**src/rtl/alu_seq.sv**
```systemverilog
// ---------------------------------------------------------------------------
// alu_seq
//
// Sequencing stage that sits directly in front of the 8-bit combinational
// ALU. It takes one command at a time over a valid/ready handshake. Each
// command gets its operands from a 4 x 8-bit register file, or from an
// immediate value. The block presents the operands to the ALU, writes the
// ALU result back into the destination register one cycle later, and
// returns the result over a valid/ready response port.
//
// Ports
//   clk          in   rising-edge clock
//   rst_n        in   asynchronous active-low reset
//   cmd_valid    in   command offered
//   cmd_ready    out  block can accept a command (registered)
//   cmd_op       in   [2:0] 0 add, 1 sub, 2 and, 3 or, 4 not-a, 5..7 illegal
//   cmd_src_a    in   [1:0] register index for operand A
//   cmd_src_b    in   [1:0] register index for operand B
//   cmd_imm_sel  in   1: operand B is cmd_imm, 0: operand B is reg[cmd_src_b]
//   cmd_imm      in   [7:0] immediate operand
//   cmd_dst      in   [1:0] destination register index
//   alu_opcode   out  [2:0] to ALU opcode
//   alu_a        out  [7:0] to ALU operand a
//   alu_b        out  [7:0] to ALU operand b
//   alu_result   in   [7:0] from ALU (combinational)
//   rsp_valid    out  result available
//   rsp_ready    in   consumer accepts result
//   rsp_data     out  [7:0] result value (0 for an illegal opcode)
//   rsp_zero     out  rsp_data == 0 (legal ops only)
//   rsp_err      out  command carried an illegal opcode
// ---------------------------------------------------------------------------
module alu_seq (
  input  logic       clk,
  input  logic       rst_n,
  input  logic       cmd_valid,
  output logic       cmd_ready,
  input  logic [2:0] cmd_op,
  input  logic [1:0] cmd_src_a,
  input  logic [1:0] cmd_src_b,
  input  logic       cmd_imm_sel,
  input  logic [7:0] cmd_imm,
  input  logic [1:0] cmd_dst,
  output logic [2:0] alu_opcode,
  output logic [7:0] alu_a,
  output logic [7:0] alu_b,
  input  logic [7:0] alu_result,
  output logic       rsp_valid,
  input  logic       rsp_ready,
  output logic [7:0] rsp_data,
  output logic       rsp_zero,
  output logic       rsp_err
);

  // Highest opcode the ALU implements. Anything above it is reported as an
  // error, and it never touches the register file.
  localparam logic [2:0] LAST_LEGAL_OP = 3'd4;

  typedef enum logic [1:0] {
    IDLE  = 2'd0,
    ISSUE = 2'd1,
    RESP  = 2'd2
  } state_t;

  state_t      state;
  state_t      next_state;

  logic [7:0]  regs [4];
  logic [1:0]  dst_q;
  logic        illegal_q;

  logic        accept;
  logic        rsp_done;

  // Accept a command only when both conditions hold: we are idle, and the
  // registered ready flag is up. The registered flag is what the upstream
  // side sees. This keeps the first edge after reset from accepting, because
  // cmd_ready is still low at that edge.
  assign accept   = (state == IDLE) && cmd_ready && cmd_valid;
  assign rsp_done = (state == RESP) && rsp_ready;

  // State register. Reset drops the machine back to IDLE straight away, even
  // in the middle of a command. That throws away the pending write and the
  // pending response.
  always_ff @(posedge clk or negedge rst_n) begin
    if (!rst_n) begin
      state <= IDLE;
    end else begin
      state <= next_state;
    end
  end

  // Next-state logic. ISSUE always lasts exactly one cycle, which gives the
  // ALU a full clock period to settle. RESP waits as long as the consumer
  // holds rsp_ready low. Because of that, one command takes at least three
  // cycles.
  always_comb begin
    next_state = state;
    unique case (state)
      IDLE: begin
        if (accept) begin
          next_state = ISSUE;
        end
      end
      ISSUE: begin
        next_state = RESP;
      end
      RESP: begin
        if (rsp_done) begin
          next_state = IDLE;
        end
      end
      default: begin
        next_state = IDLE;
      end
    endcase
  end

  // Both handshake flags are registered copies of where the FSM is going.
  // So cmd_ready goes high on the same edge that enters IDLE, and rsp_valid
  // goes high on the same edge that enters RESP. Their reset is
  // asynchronous, so an aborted command drops rsp_valid at once.
  always_ff @(posedge clk or negedge rst_n) begin
    if (!rst_n) begin
      cmd_ready <= 1'b0;
      rsp_valid <= 1'b0;
    end else begin
      cmd_ready <= (next_state == IDLE);
      rsp_valid <= (next_state == RESP);
    end
  end

  // Operand capture on the accept edge. The ALU inputs are driven straight
  // from these registers. They keep their values until the next accept, so
  // the ALU output stays steady for the whole ISSUE cycle. The destination
  // index and the illegal flag are kept here for the write-back edge.
  always_ff @(posedge clk or negedge rst_n) begin
    if (!rst_n) begin
      alu_opcode <= 3'd0;
      alu_a      <= 8'h00;
      alu_b      <= 8'h00;
      dst_q      <= 2'd0;
      illegal_q  <= 1'b0;
    end else if (accept) begin
      alu_opcode <= cmd_op;
      alu_a      <= regs[cmd_src_a];
      alu_b      <= cmd_imm_sel ? cmd_imm : regs[cmd_src_b];
      dst_q      <= cmd_dst;
      illegal_q  <= (cmd_op > LAST_LEGAL_OP);
    end
  end

  // Write-back and response capture at the end of ISSUE. A legal op writes
  // the ALU result into the destination register and into the response. An
  // illegal op never looks at alu_result, because the ALU may drive garbage
  // for those opcodes; it just flags the error with a zero payload. Commands
  // run one at a time, so the next command's operand read always sees this
  // write.
  always_ff @(posedge clk or negedge rst_n) begin
    if (!rst_n) begin
      for (int i = 0; i < 4; i++) begin
        regs[i] <= 8'h00;
      end
      rsp_data <= 8'h00;
      rsp_zero <= 1'b0;
      rsp_err  <= 1'b0;
    end else if (state == ISSUE) begin
      if (illegal_q) begin
        rsp_data <= 8'h00;
        rsp_zero <= 1'b0;
        rsp_err  <= 1'b1;
      end else begin
        regs[dst_q] <= alu_result;
        rsp_data    <= alu_result;
        rsp_zero    <= (alu_result == 8'h00);
        rsp_err     <= 1'b0;
      end
    end
  end

endmodule
```
**config.mk**
```make
export PLATFORM = sky130hd
export DESIGN_NAME = alu_seq
export DESIGN_NICKNAME = d
export VERILOG_FILES = /design/src/rtl/alu_seq.sv
export SDC_FILE = /design/constraint.sdc
export NUM_CORES = 1
export LEC_CHECK = 0
export BUFFER_PORTS_ARGS = -buffer_cell sky130_fd_sc_hd__buf_2
export CAP_MARGIN = 5
export CORE_MARGIN = 2
export CORE_UTILIZATION = 40
export DETAILED_ROUTE_END_ITERATION = 6
export GPL_TIMING_DRIVEN = 0
export SYNTH_ARGS = -nofsm -noshare
export SYNTH_HDL_FRONTEND = slang
export SYNTH_SLANG_ARGS = --single-unit
```
**constraint.sdc**
```tcl
create_clock -name clk -period 4 [get_ports clk]
set_input_delay 0.6 -clock clk [delete_from_list [all_inputs] [get_ports clk]]
set_output_delay 0.6 -clock clk [all_outputs]
set_load 0.05 [all_outputs]
```
==> impl_metrics.env <==
export IMPL_clkSlewWorstSetupHoldPaths_ns=0.07
export IMPL_relSlewSlack_pct=43.3
export IMPL_netlist_area_mm2=0.00309
export IMPL_power_internal_mw=1.88
export IMPL_power_share_clock_pct=16.3
export IMPL_path_cells="nand2b_4 > buf_6 > nor4b_4 > mux2_2"
export IMPL_syn_num_nets=240
export IMPL_io_pins=61
export IMPL_drtIter0Drc=80
export IMPL_core_mm2=0.00761
export IMPL_hp_class="in -> async"
export IMPL_wl_per_cell_um=16.6
export IMPL_period_needed_ns=1.83
export IMPL_cts_resized_gates=0
export IMPL_ir_worst_vdd_v=0.000226
export IMPL_cts_setup_buffers=0
export IMPL_yosys_area_share_adder_pct=0
export IMPL_grt_pass1_wl_um=10200
export IMPL_pwr_share_comb_pct=45.0
export IMPL_layout_nets=306
export IMPL_crit_path_max_fanout=8
export IMPL_cts_sinks=68
export IMPL_arrival_ns=2.05
export IMPL_hpwl_um=4420
export IMPL_start_util_pct=40.6
export IMPL_synthCells=210
export IMPL_antenna_found_initial=0
export IMPL_yosysSeqAreaShare_pct=55.0
export IMPL_final_max_slew_viol_count=0
export IMPL_tns_ns=0
export IMPL_cts_buffers=9
export IMPL_ys_types=26
export IMPL_setup_worst_path_class="reg -> reg"
export IMPL_antenna_left=0
export IMPL_pwr_share_seq_pct=38.8
export IMPL_cts_buffer_depth=2
export IMPL_ys_ff_latch=68
export IMPL_synth_mux_area_share_pct=31.6
export IMPL_p_switching_mw=1.33
export IMPL_finalHoldViolCount=0
export IMPL_die_h_um=91.9
export IMPL_slowest_stage="nor4b_4"
export IMPL_drc=0
export IMPL_maxCapViolations=0
export IMPL_status="finished, final reports clean"
export IMPL_grt_overflow_total=0
export IMPL_fp_row_count=32
export IMPL_synth_compound_area_share_pct=3.76
export IMPL_gp_congestion=0.756
export IMPL_yosys_warnings=0
export IMPL_endpoint_kind="flop"
export IMPL_yosysTopAreaCell="dfrtp_1"
export IMPL_setup_viol=0
export IMPL_synth_top_family_by_area="multiplexers"
export IMPL_clk_latency_ns=0.34
export IMPL_pwr_density_cell_mw_per_mm2=871
export IMPL_dp_worst_setup_slack_ns=1.98
export IMPL_rsz0062_at_grt="no"
export IMPL_ys_top_cells_by_area="dfrtp_1 55%, mux2_2 13%, mux4_2 12%, mux2_4 3.9%, mux2i_1 2.6%"
export IMPL_whs_ns=0.351
export IMPL_route_vias_total=1939
export IMPL_worst_pin_slew_ns=0.850
export IMPL_synth_xor_area_share_pct=0
export IMPL_drive_above_1_share_pct=49.8
export IMPL_p_leak_nw=1.68
export IMPL_slowest_delay_ns=0.64
export IMPL_diodes=0
export IMPL_cts_hold_buf=0
export IMPL_die_w_um=91.9
export IMPL_die_area_mm2=0.00845
export IMPL_cp_required_ns=4.22
export IMPL_fmax_mhz=547
export IMPL_firstDrtPassIters=4
export IMPL_vias_per_cell=5.06
export IMPL_routed_wl_um=6360
export IMPL_swShare_pct=41.4
export IMPL_cts_root_buf="clkbuf_8"
export IMPL_synth_top_area_share_pct=55.0
export IMPL_cts_tree="done"
export IMPL_postSynthAreaPerCell_um2=14.7
export IMPL_grt_pass1_vias=1885
export IMPL_skew_ns=0.00826
export IMPL_syn_to_final_growth_pct=19.0
export IMPL_grt_max_degree=69
export IMPL_track_usage_pct=16.1
export IMPL_io_buffers=55
export IMPL_htree_levels=3
export IMPL_post_route_period_util_pct=45.7
export IMPL_worst_slack_ns=2.17
export IMPL_crit_path_start_kind="flop"
export IMPL_synth_simple_gate_area_share_pct=7.12
==> path summary, 6_finish.rpt <==
check,endpoint,start,slack (ns),cells after the start
min in group clk,rsp_valid,rsp_ready,0.46,2
min,alu_b[4],rst_n,0.35,1
max in group asynchronous,regs[15],rst_n,3.08,1
min reg2reg,rsp_data[0],rsp_data[0],0.48,2
max reg2reg,regs[9],state[1],2.17,4
max,regs[9],state[1],2.17,4
==> critical path, delay by kind of cell, from the launching register on <==
family                 cells  cell delay [ns]
buffers and inverters      1             0.13
flip-flops                 1             0.39
AND/OR/NAND/NOR            2             0.78
multiplexers               1             0.41
==> kinds of logic (layout without fill, tap and decap cells) <==
logic type             Yosys count  after routing
AOI/OAI and AO/OA               22             22
and+or+nand+nor                 36             36
DFF                             68             68
buffers and inverters           15             86
muxes                           69             69
==> sequential cells by signal, summed over array words and instances, names as in the netlist <==
register	cells
alu_a	8
alu_opcode	3
state	2
regs	32
alu_b	8
rsp_zero	1
rsp_valid	1
illegal_q	1
cmd_ready	1
dst_q	2
rsp_data	8
rsp_err	1
==> final cells by class <==
type	count	area, um2
buffer	14	72.6
fill	726	3930
multi-input combinational	127	1310
clock buffer	15	176
clock inverter	1	5.00
timing repair buffer	55	278
tap	102	128
inverter	1	3.75
sequential	68	1700
==> cells in the mapped netlist <==
| cell type | count |
|---|---|
| dfrtp_1 | 68 |
| mux2_2 | 37 |
| nand2_1 | 17 |
| mux4_2 | 16 |
| o21ai_0 | 12 |
| nor2_1 | 9 |
| a21oi_1 | 8 |
| mux2_4 | 8 |
| mux2i_1 | 8 |
| clkbuf_1 | 7 |
| buf_2 | 4 |
| buf_6 | 2 |
| a22o_1 | 1 |
| and4bb_2 | 1 |
| buf_1 | 1 |
| clkinv_1 | 1 |
| nand2b_4 | 1 |
| nand4bb_1 | 1 |
| nor3_1 | 1 |
| nor4_1 | 1 |
| nor4_4 | 1 |
| nor4b_4 | 1 |
| o211ai_1 | 1 |
| or2b_1 | 1 |
| or4_1 | 1 |
| or4b_4 | 1 |
==> metrics by stage <==
step / instances / cell area (um2) / power (mW) / utilization (%)
2_1_floorplan: 210 / 3090 / 2.36 / -
3_5_place_dp: 367 / 3500 / 2.71 / 46.0
4_1_cts: 383 / 3680 / 3.23 / 48.4
6_report: 383 / 3680 / 3.20 / 48.4
5_1_grt: 383 / 3680 / 3.38 / 48.4
3_3_place_gp: 367 / 3490 / 2.68 / 45.9
==> power groups by stage <==
| stage | clock, mW | sequential [mW] | combinational [mW] |
|---|---|---|---|
| floorplan | 0 | 1.71 | 0.652 |
| global placement | 0 | 1.24 | 1.44 |
| detailed placement | 0 | 1.25 | 1.46 |
| CTS | 0.531 | 1.24 | 1.46 |
| global route | 0.564 | 1.29 | 1.53 |
| finish | 0.521 | 1.24 | 1.44 |
==> routing by layer <==
metal  up-vias  routed length [um]  part of all wire, %  global-route usage (%)
li1        905                   -                    -                       -
met3        14                 234                  3.7                    2.96
met2        50                3040                   48                    24.8
met5         -                   0                    0                       0
met4         0                 133                  2.1                    7.84
met1       970                2950                   46                    21.9
==> layout by cell type, fill, tap and decap left out <==
master,instances
nor4_4,1
buf_6,2
mux2_4,8
clkbuf_8,12
o21ai_0,12
dfrtp_1,68
or2b_1,1
clkinv_2,1
buf_2,58
clkinv_1,1
clkbuf_1,10
a22o_1,1
a21oi_1,8
buf_4,1
nand4bb_1,1
and4bb_2,1
nor4b_4,1
or4b_4,1
or4_1,1
nor3_1,1
o211ai_1,1
mux2_2,37
buf_1,1
mux4_2,16
nand2b_4,1
nor4_1,1
nor2_1,9
mux2i_1,8
nand2_1,17
Note: power is estimated with default switching activity, not from simulation.
